## src/rtl/servo_pkg.sv

```systemverilog
// -----------------------------------------------------------------------------
// servo_pkg
// Shared types and constants for the servo tester PWM generator and the
// receive-side pulse decoder.
//   state_t        : decoder FSM states (IDLE, HIGH, LOW)
//   POS_W / POS_MAX: width and saturation value of the 8-bit position code
//   MIN_PULSE_DEF  : default high-time clocks mapping to position 0
//   TICK_CLKS_DEF  : default clocks per position LSB beyond MIN_PULSE
//   max_int()      : helper for sizing counters from two limits
// -----------------------------------------------------------------------------
package servo_pkg;

  typedef enum logic [1:0] {
    IDLE = 2'd0,
    HIGH = 2'd1,
    LOW  = 2'd2
  } state_t;

  localparam int POS_W   = 8;
  localparam int POS_MAX = 255;

  localparam int MIN_PULSE_DEF = 2040;
  localparam int TICK_CLKS_DEF = 42;

  function automatic int max_int(input int a, input int b);
    return (a > b) ? a : b;
  endfunction

endpackage

```

## src/rtl/servo_sync_edge.sv

```systemverilog
// -----------------------------------------------------------------------------
// servo_sync_edge
// Two-flop synchronizer for an asynchronous input plus a previous-value flop.
// Rise/fall flags are combinational from the synchronized value and its
// previous value, so an input edge reaches the consumer two clocks late.
// Ports:
//   clk      : system clock
//   rst_n    : asynchronous active-low reset (all flops clear to 0)
//   async_in : asynchronous input pin
//   rise     : synchronized 0->1 transition seen this cycle
//   fall     : synchronized 1->0 transition seen this cycle
// -----------------------------------------------------------------------------
module servo_sync_edge (
  input  logic clk,
  input  logic rst_n,
  input  logic async_in,
  output logic rise,
  output logic fall
);

  logic meta;
  logic sync;
  logic prev;

  // NOTE: clocked state uses non-blocking assignments so every flop samples
  // the pre-edge value of its source, which is what makes this a shift chain.
  always_ff @(posedge clk or negedge rst_n) begin
    if (!rst_n) begin
      meta <= 1'b0;
      sync <= 1'b0;
      prev <= 1'b0;
    end else begin
      meta <= async_in;
      sync <= meta;
      prev <= sync;
    end
  end

  assign rise = sync & ~prev;
  assign fall = ~sync & prev;

endmodule

```

## src/rtl/servo_pulse_decoder.sv

```systemverilog
// -----------------------------------------------------------------------------
// servo_pulse_decoder
// Samples a servo-style PWM line, measures each high pulse and converts the
// width W into an 8-bit position code floor((W - MIN_PULSE) / TICK_CLKS),
// saturating at 255. Pulses shorter than MIN_PULSE or reaching MAX_PULSE are
// reported as frame errors; no rising edge for FRAME_TIMEOUT clocks raises
// signal_lost, which clears together with the next valid strobe.
// Optional build macro SERVO_DEC_AVG_EN: position becomes the truncated mean
// of the previous and current raw measurement (first valid after reset or
// after signal loss loads the raw value).
// Ports:
//   clk         : system clock
//   rst_n       : asynchronous active-low reset
//   ena         : enable; low freezes FSM, counters and outputs
//   pwm_in      : asynchronous PWM input
//   position    : last decoded position code
//   valid       : one-cycle strobe, position updated
//   frame_err   : one-cycle strobe, pulse too short or too long
//   signal_lost : level, no rising edge for FRAME_TIMEOUT clocks
// -----------------------------------------------------------------------------
module servo_pulse_decoder
  import servo_pkg::*;
#(
  parameter int MIN_PULSE     = MIN_PULSE_DEF,
  parameter int TICK_CLKS     = TICK_CLKS_DEF,
  parameter int MAX_PULSE     = 15000,
  parameter int FRAME_TIMEOUT = 400000
) (
  input  logic             clk,
  input  logic             rst_n,
  input  logic             ena,
  input  logic             pwm_in,
  output logic [POS_W-1:0] position,
  output logic             valid,
  output logic             frame_err,
  output logic             signal_lost
);

  localparam int CNT_W = $clog2(max_int(MAX_PULSE, FRAME_TIMEOUT) + 1);

  localparam logic [CNT_W-1:0] MIN_C     = CNT_W'(MIN_PULSE);
  localparam logic [CNT_W-1:0] MAX_C     = CNT_W'(MAX_PULSE);
  localparam logic [CNT_W-1:0] FT_C      = CNT_W'(FRAME_TIMEOUT);
  localparam logic [CNT_W-1:0] FT_LAST   = CNT_W'(FRAME_TIMEOUT - 1);
  localparam logic [CNT_W-1:0] TICK_LAST = CNT_W'(TICK_CLKS - 1);
  localparam logic [POS_W-1:0] ACC_SAT   = POS_W'(POS_MAX);

  logic rise;
  logic fall;

  servo_sync_edge u_sync (
    .clk      (clk),
    .rst_n    (rst_n),
    .async_in (pwm_in),
    .rise     (rise),
    .fall     (fall)
  );

  state_t           state;
  logic [CNT_W-1:0] high_cnt;
  logic [CNT_W-1:0] tick_cnt;
  logic [CNT_W-1:0] to_cnt;
  logic [POS_W-1:0] acc;

  // high_cnt holds the high clocks counted before this cycle, so the cycle
  // being evaluated is clock number cnt_next of the pulse. Evaluating the tick
  // and accumulator step here lets the falling-edge cycle itself contribute.
  logic [CNT_W-1:0] cnt_next;
  logic [CNT_W-1:0] tick_step;
  logic [POS_W-1:0] acc_step;
  logic             timeout_hit;
  logic             accept;
  logic [POS_W-1:0] new_pos;

  assign cnt_next = high_cnt + 1'b1;

  // NOTE: every combinational output gets a default first, so no path leaves
  // a signal unassigned and no latch is inferred.
  always_comb begin
    tick_step = tick_cnt;
    acc_step  = acc;
    if (high_cnt >= MIN_C) begin
      if (tick_cnt == TICK_LAST) begin
        tick_step = '0;
        if (acc != ACC_SAT) acc_step = acc + 1'b1;
      end else begin
        tick_step = tick_cnt + 1'b1;
      end
    end
  end

  // A rise in the same cycle clears the timeout counter and wins.
  assign timeout_hit = !rise && (to_cnt == FT_LAST);

  assign accept = ena && !timeout_hit && !rise && (state == HIGH) && fall &&
                  (cnt_next >= MIN_C);

`ifdef SERVO_DEC_AVG_EN
  logic [POS_W-1:0] prev;
  logic [POS_W:0]   avg_sum;

  assign avg_sum = {1'b0, prev} + {1'b0, acc_step};
  // signal_lost is high exactly until the first valid after reset or loss.
  assign new_pos = signal_lost ? acc_step : avg_sum[POS_W:1];

  always_ff @(posedge clk or negedge rst_n) begin
    if (!rst_n)      prev <= '0;
    else if (accept) prev <= acc_step;
  end
`else
  assign new_pos = acc_step;
`endif

  always_ff @(posedge clk or negedge rst_n) begin
    if (!rst_n) begin
      state       <= IDLE;
      high_cnt    <= '0;
      tick_cnt    <= '0;
      to_cnt      <= '0;
      acc         <= '0;
      position    <= '0;
      valid       <= 1'b0;
      frame_err   <= 1'b0;
      signal_lost <= 1'b1;
    end else begin
      valid     <= 1'b0;
      frame_err <= 1'b0;
      if (ena) begin
        if (rise)               to_cnt <= '0;
        else if (to_cnt != FT_C) to_cnt <= to_cnt + 1'b1;

        if (timeout_hit) begin
          signal_lost <= 1'b1;
          state       <= IDLE;
        end else if (rise) begin
          // A rise restarts measurement from any state, so an edge pair
          // lost while disabled cannot merge two pulses into one.
          state    <= HIGH;
          high_cnt <= '0;
          tick_cnt <= '0;
          acc      <= '0;
        end else if (state == HIGH) begin
          if (fall) begin
            state <= LOW;
            if (accept) begin
              position    <= new_pos;
              valid       <= 1'b1;
              signal_lost <= 1'b0;
            end else begin
              frame_err <= 1'b1;
            end
          end else if (cnt_next == MAX_C) begin
            // Stuck high: report once, then wait in IDLE for a fresh rise.
            frame_err <= 1'b1;
            state     <= IDLE;
          end else begin
            high_cnt <= cnt_next;
            tick_cnt <= tick_step;
            acc      <= acc_step;
          end
        end
      end
    end
  end

endmodule
```

## config.mk

```make
export PLATFORM = sky130hd
export DESIGN_NAME = servo_pulse_decoder
export DESIGN_NICKNAME = d
export VERILOG_FILES = /design/src/rtl/servo_pkg.sv /design/src/rtl/servo_sync_edge.sv /design/src/rtl/servo_pulse_decoder.sv
export SDC_FILE = /design/constraint.sdc
export NUM_CORES = 1
export LEC_CHECK = 0
export ABC_AREA = 1
export ABC_CLOCK_PERIOD_IN_PS = 4300
export BUFFER_PORTS_ARGS = -buffer_cell sky130_fd_sc_hd__buf_2
export CAP_MARGIN = 20
export CORE_MARGIN = 2
export CORE_UTILIZATION = 66
export CTS_CLUSTER_SIZE = 40
export DETAILED_ROUTE_END_ITERATION = 12
export HOLD_SLACK_MARGIN = 0.1
export PLACE_DENSITY = 0.84
export SLEW_MARGIN = 10
export SYNTH_ARGS = -nofsm -noshare
export SYNTH_HDL_FRONTEND = slang
export SYNTH_SLANG_ARGS = --single-unit
```

## constraint.sdc

```tcl
create_clock -name clk -period 4.3 [get_ports clk]
set_input_delay 0.43 -clock clk [delete_from_list [all_inputs] [get_ports clk]]
set_output_delay 0.43 -clock clk [all_outputs]
set_load 0.05 [all_outputs]
```

==> reports/summary.txt <==
Status: finished, final reports clean
# setup viols final: 0
Clk sinks: 81
Worst Setup End Kind: register
Rows: 33
Max-slew violations: 0
Largest family of logic cells by synthesized area: simple AND/OR/NAND/NOR gates
Clock share of power: 31.5%
First-pass GRT wire length: 21800 um
Post-synthesis cell area: 5590 um^2
IO Pins: 15
# fillers: 721
Sw frac: 33.4%
Dpl hpwl: 9120 um
Syn Nets: 833
Largest net degree at the start of global routing: 82
GRT Util Overall: 29.6%
Post-synthesis mux area share: 0%
H-Tree Depth: 3
Die area: 9220 um^2
Net Sw Power: 554 uW
Synth top area cells: dfrtp_1 (36%), nand2_1 (18%), nor2_1 (5.8%), nand3_1 (5.7%), inv_1 (5.4%)
Worst-path clk slew: 90 ps
Wire length per cell: 13.6 um
RSZ-0062 raised after global routing: false
Worst path max stage delay: 450 ps
WP data required: 4530 ps
Startpoint types: register
Internal: 1.11 mW
Synth cell types: 36
Compound-Gate Fraction of Synth Area: 7.46%
Max frequency: 338 MHz
WS Path Type: register to register
VDD IR max: 274 uV
TritonCTS clock tree: done
Reg-to-Reg Start: u_sync.prev
Max-cap violations: 0
Setup ws final: 1340 ps
Post-synth top cells: nand2_1 (272), nor2_1 (87), inv_1 (81)
Vias in the first global route: 5002
Post-synthesis sequential area ratio: 36.3%
Post_cts resized: 0
Total power: 1.66 mW
CP Launch Point: u_sync.prev
Post-synthesis async set-or-reset flop share: 100%
Setup TNS: 0 ps
Critical path's most frequent cell: nand2_1
EDFF count, synth: 0
Die H: 96.0 um
DR iter-0 viols: 308
ANT cells: 0
Yosys warns: 0
PortBufs: 14
Grt ovf: 0
Slew @ Worst Pin: 741 ps
CTS Buffer Depth: 2
Count leader, synth: nand2_1
Core Area: 8220 um^2
Crit-path slowest cell: ha_1
Fin area: 5870 um^2
Hold Crit Start: pwm_in
Synth Register Bits: 81
Critical Path AT: 3190 ps
Clock root buffer: clkbuf_8
TritonCTS buffer count: 9
Pleak: 2.65 nW
WL final: 12700 um
Post-Synthesis Cells: 819
Syn-to-layout area delta: 5.13%
Crit path cell chain: inv_1, ha_1, inv_1, buf_4, nand2_1, nand2_1, nor2_1, buf_4, nand2_4, nand2_1, o21ai_2
Initial Utilization: 68.0%
Final Cycle Share: 68.8%
Hold/Removal Path Class: primary input to register
Most used DFF post-synth: dfrtp_1
Avg Cell Area, Syn: 6.82 um^2
Max_slew headroom: 50.5%
Final Hold Viols: 0
Simple-gate share of the synthesized area: 42.6%
Post-synthesis xor/xnor area fraction: 3.14%
CP Max Fanout: 52
Clock latency on the worst-skew pair: 360 ps
Post-Synth Adder-Cell Area: 2.24%
Seq pwr share: 52.3%
Clock skew: 15.1 ps
Via/cell ratio: 5.78
Routed Antenna Nets: 0
Final core utilization: 71.5%
Cell area after placement: 5670 um^2
Power Dens Cells: 283 nW/um^2
Post-synth top area cell: dfrtp_1
Total number of vias: 5398
Comb pwr share: 16.2%
Nets@finish: 838
Pre-CTS setup slack: 1390 ps
Routability Congestion: 0.952
Antenna violations before repair: 0
Post-synth top area share: 35.8%
Drt first pass iters: 5
DRC violations left: 0
Min Tclk post-route: 2960 ps
DIE WIDTH: 96.0 um
Layout cell share with drive strength beyond 1: 7.72%
-- registers in the layout, indices dropped and copies added (netlist names) --
| register | cells |
|---|---|
| high_cnt | 19 |
| tick_cnt | 19 |
| to_cnt | 19 |
| acc | 8 |
| position | 8 |
| state | 2 |
| frame_err | 1 |
| signal_lost | 1 |
| u_sync.meta | 1 |
| u_sync.prev | 1 |
| u_sync.sync | 1 |
| valid | 1 |
-- worst max-delay path: cells and delay by family (launching register included) --
| kind | cells | cell delay, ps |
|---|---|---|
| DFF | 1 | 390 |
| and+or+nand+nor | 5 | 790 |
| adders and majority gates | 1 | 450 |
| buffers and inverters | 4 | 1120 |
| AOI/OAI and AO/OA | 1 | 60 |
-- final timing paths --
kind | slack (ps) | cells past startpoint | end
min | 180 | 1 | u_sync.meta
max in group asynchronous | 3110 | 3 | to_cnt[0]
min reg2reg | 370 | 0 | u_sync.sync
max | 1340 | 11 | high_cnt[0]
max reg2reg | 1340 | 11 | high_cnt[0]
min in group asynchronous | 580 | 2 | position[5]
-- power groups by stage --
| stage | registers [mW] | clock network (mW) | logic, mW |
|---|---|---|---|
| after floorplan | 0.858 | 0 | 0.232 |
| after global placement | 0.876 | 0 | 0.253 |
| after detailed placement | 0.881 | 0 | 0.266 |
| after CTS | 0.866 | 0.533 | 0.267 |
| after global routing | 0.876 | 0.560 | 0.315 |
| final | 0.868 | 0.523 | 0.269 |
-- placed cells by master, fill, tap and decap left out, types with 4 or more instances in the layout --
cell	Yosys	routed
nand2_1	272	272
nor2_1	87	87
inv_1	81	81
dfrtp_1	80	80
nand3_1	64	64
nand4_1	43	43
nor3_1	31	31
o21ai_0	20	20
xor2_1	19	19
o21ai_1	17	17
buf_2	7	13
o21ai_2	10	10
ha_1	10	10
nor4_1	9	9
o31ai_1	9	9
clkbuf_8	0	9
a21oi_1	8	8
nand3b_1	4	4
nand2_2	4	4
nor2_4	4	4
buf_4	0	4
-- cell families after synthesis --
group                    after synthesis
AND/OR/NAND/NOR                      531
buffers and inverters                108
flip-flops                            81
AO/OA/AOI/OAI                         69
XOR/XNOR                              20
adder cells (fa/ha/maj)               10
-- per-stage QoR --
step                instances  hold slack [ps]
global route              934              171
finish                    934              181
CTS                       932              170
floorplan                 819              134
global placement          916              341
detailed placement        916              352
-- routing by layer --
| layer | GRT usage (%) | share of wire, % | routed length (um) |
|---|---|---|---|
| met1 | 40.5 | 46 | 5800 |
| met2 | 48.8 | 46 | 5880 |
| met3 | 3.76 | 6.5 | 827 |
| met4 | 9.64 | 1.7 | 211 |
| met5 | 0 | 0 | 0 |
-- area by class of cell --
cell class                 count  area [um^2]  area share (%)
clock buffer                   9          124            2.11
clock inverter                 7         53.8           0.916
tap                          105          131            2.24
multi-input combinational    630         3100            52.8
timing repair buffer          19          125            2.13
sequential                    81         2030            34.5
inverter                      83          312            5.30
-- what timing repair did --
item | CTS | global route
hold buffers | 0 | 1
endpoints found under the hold margin | 0 | 19
setup endpoints to repair | 0 | 0
buffers inserted | 0 | 0
No activity file was read; power rests on OpenSTA's default activity.
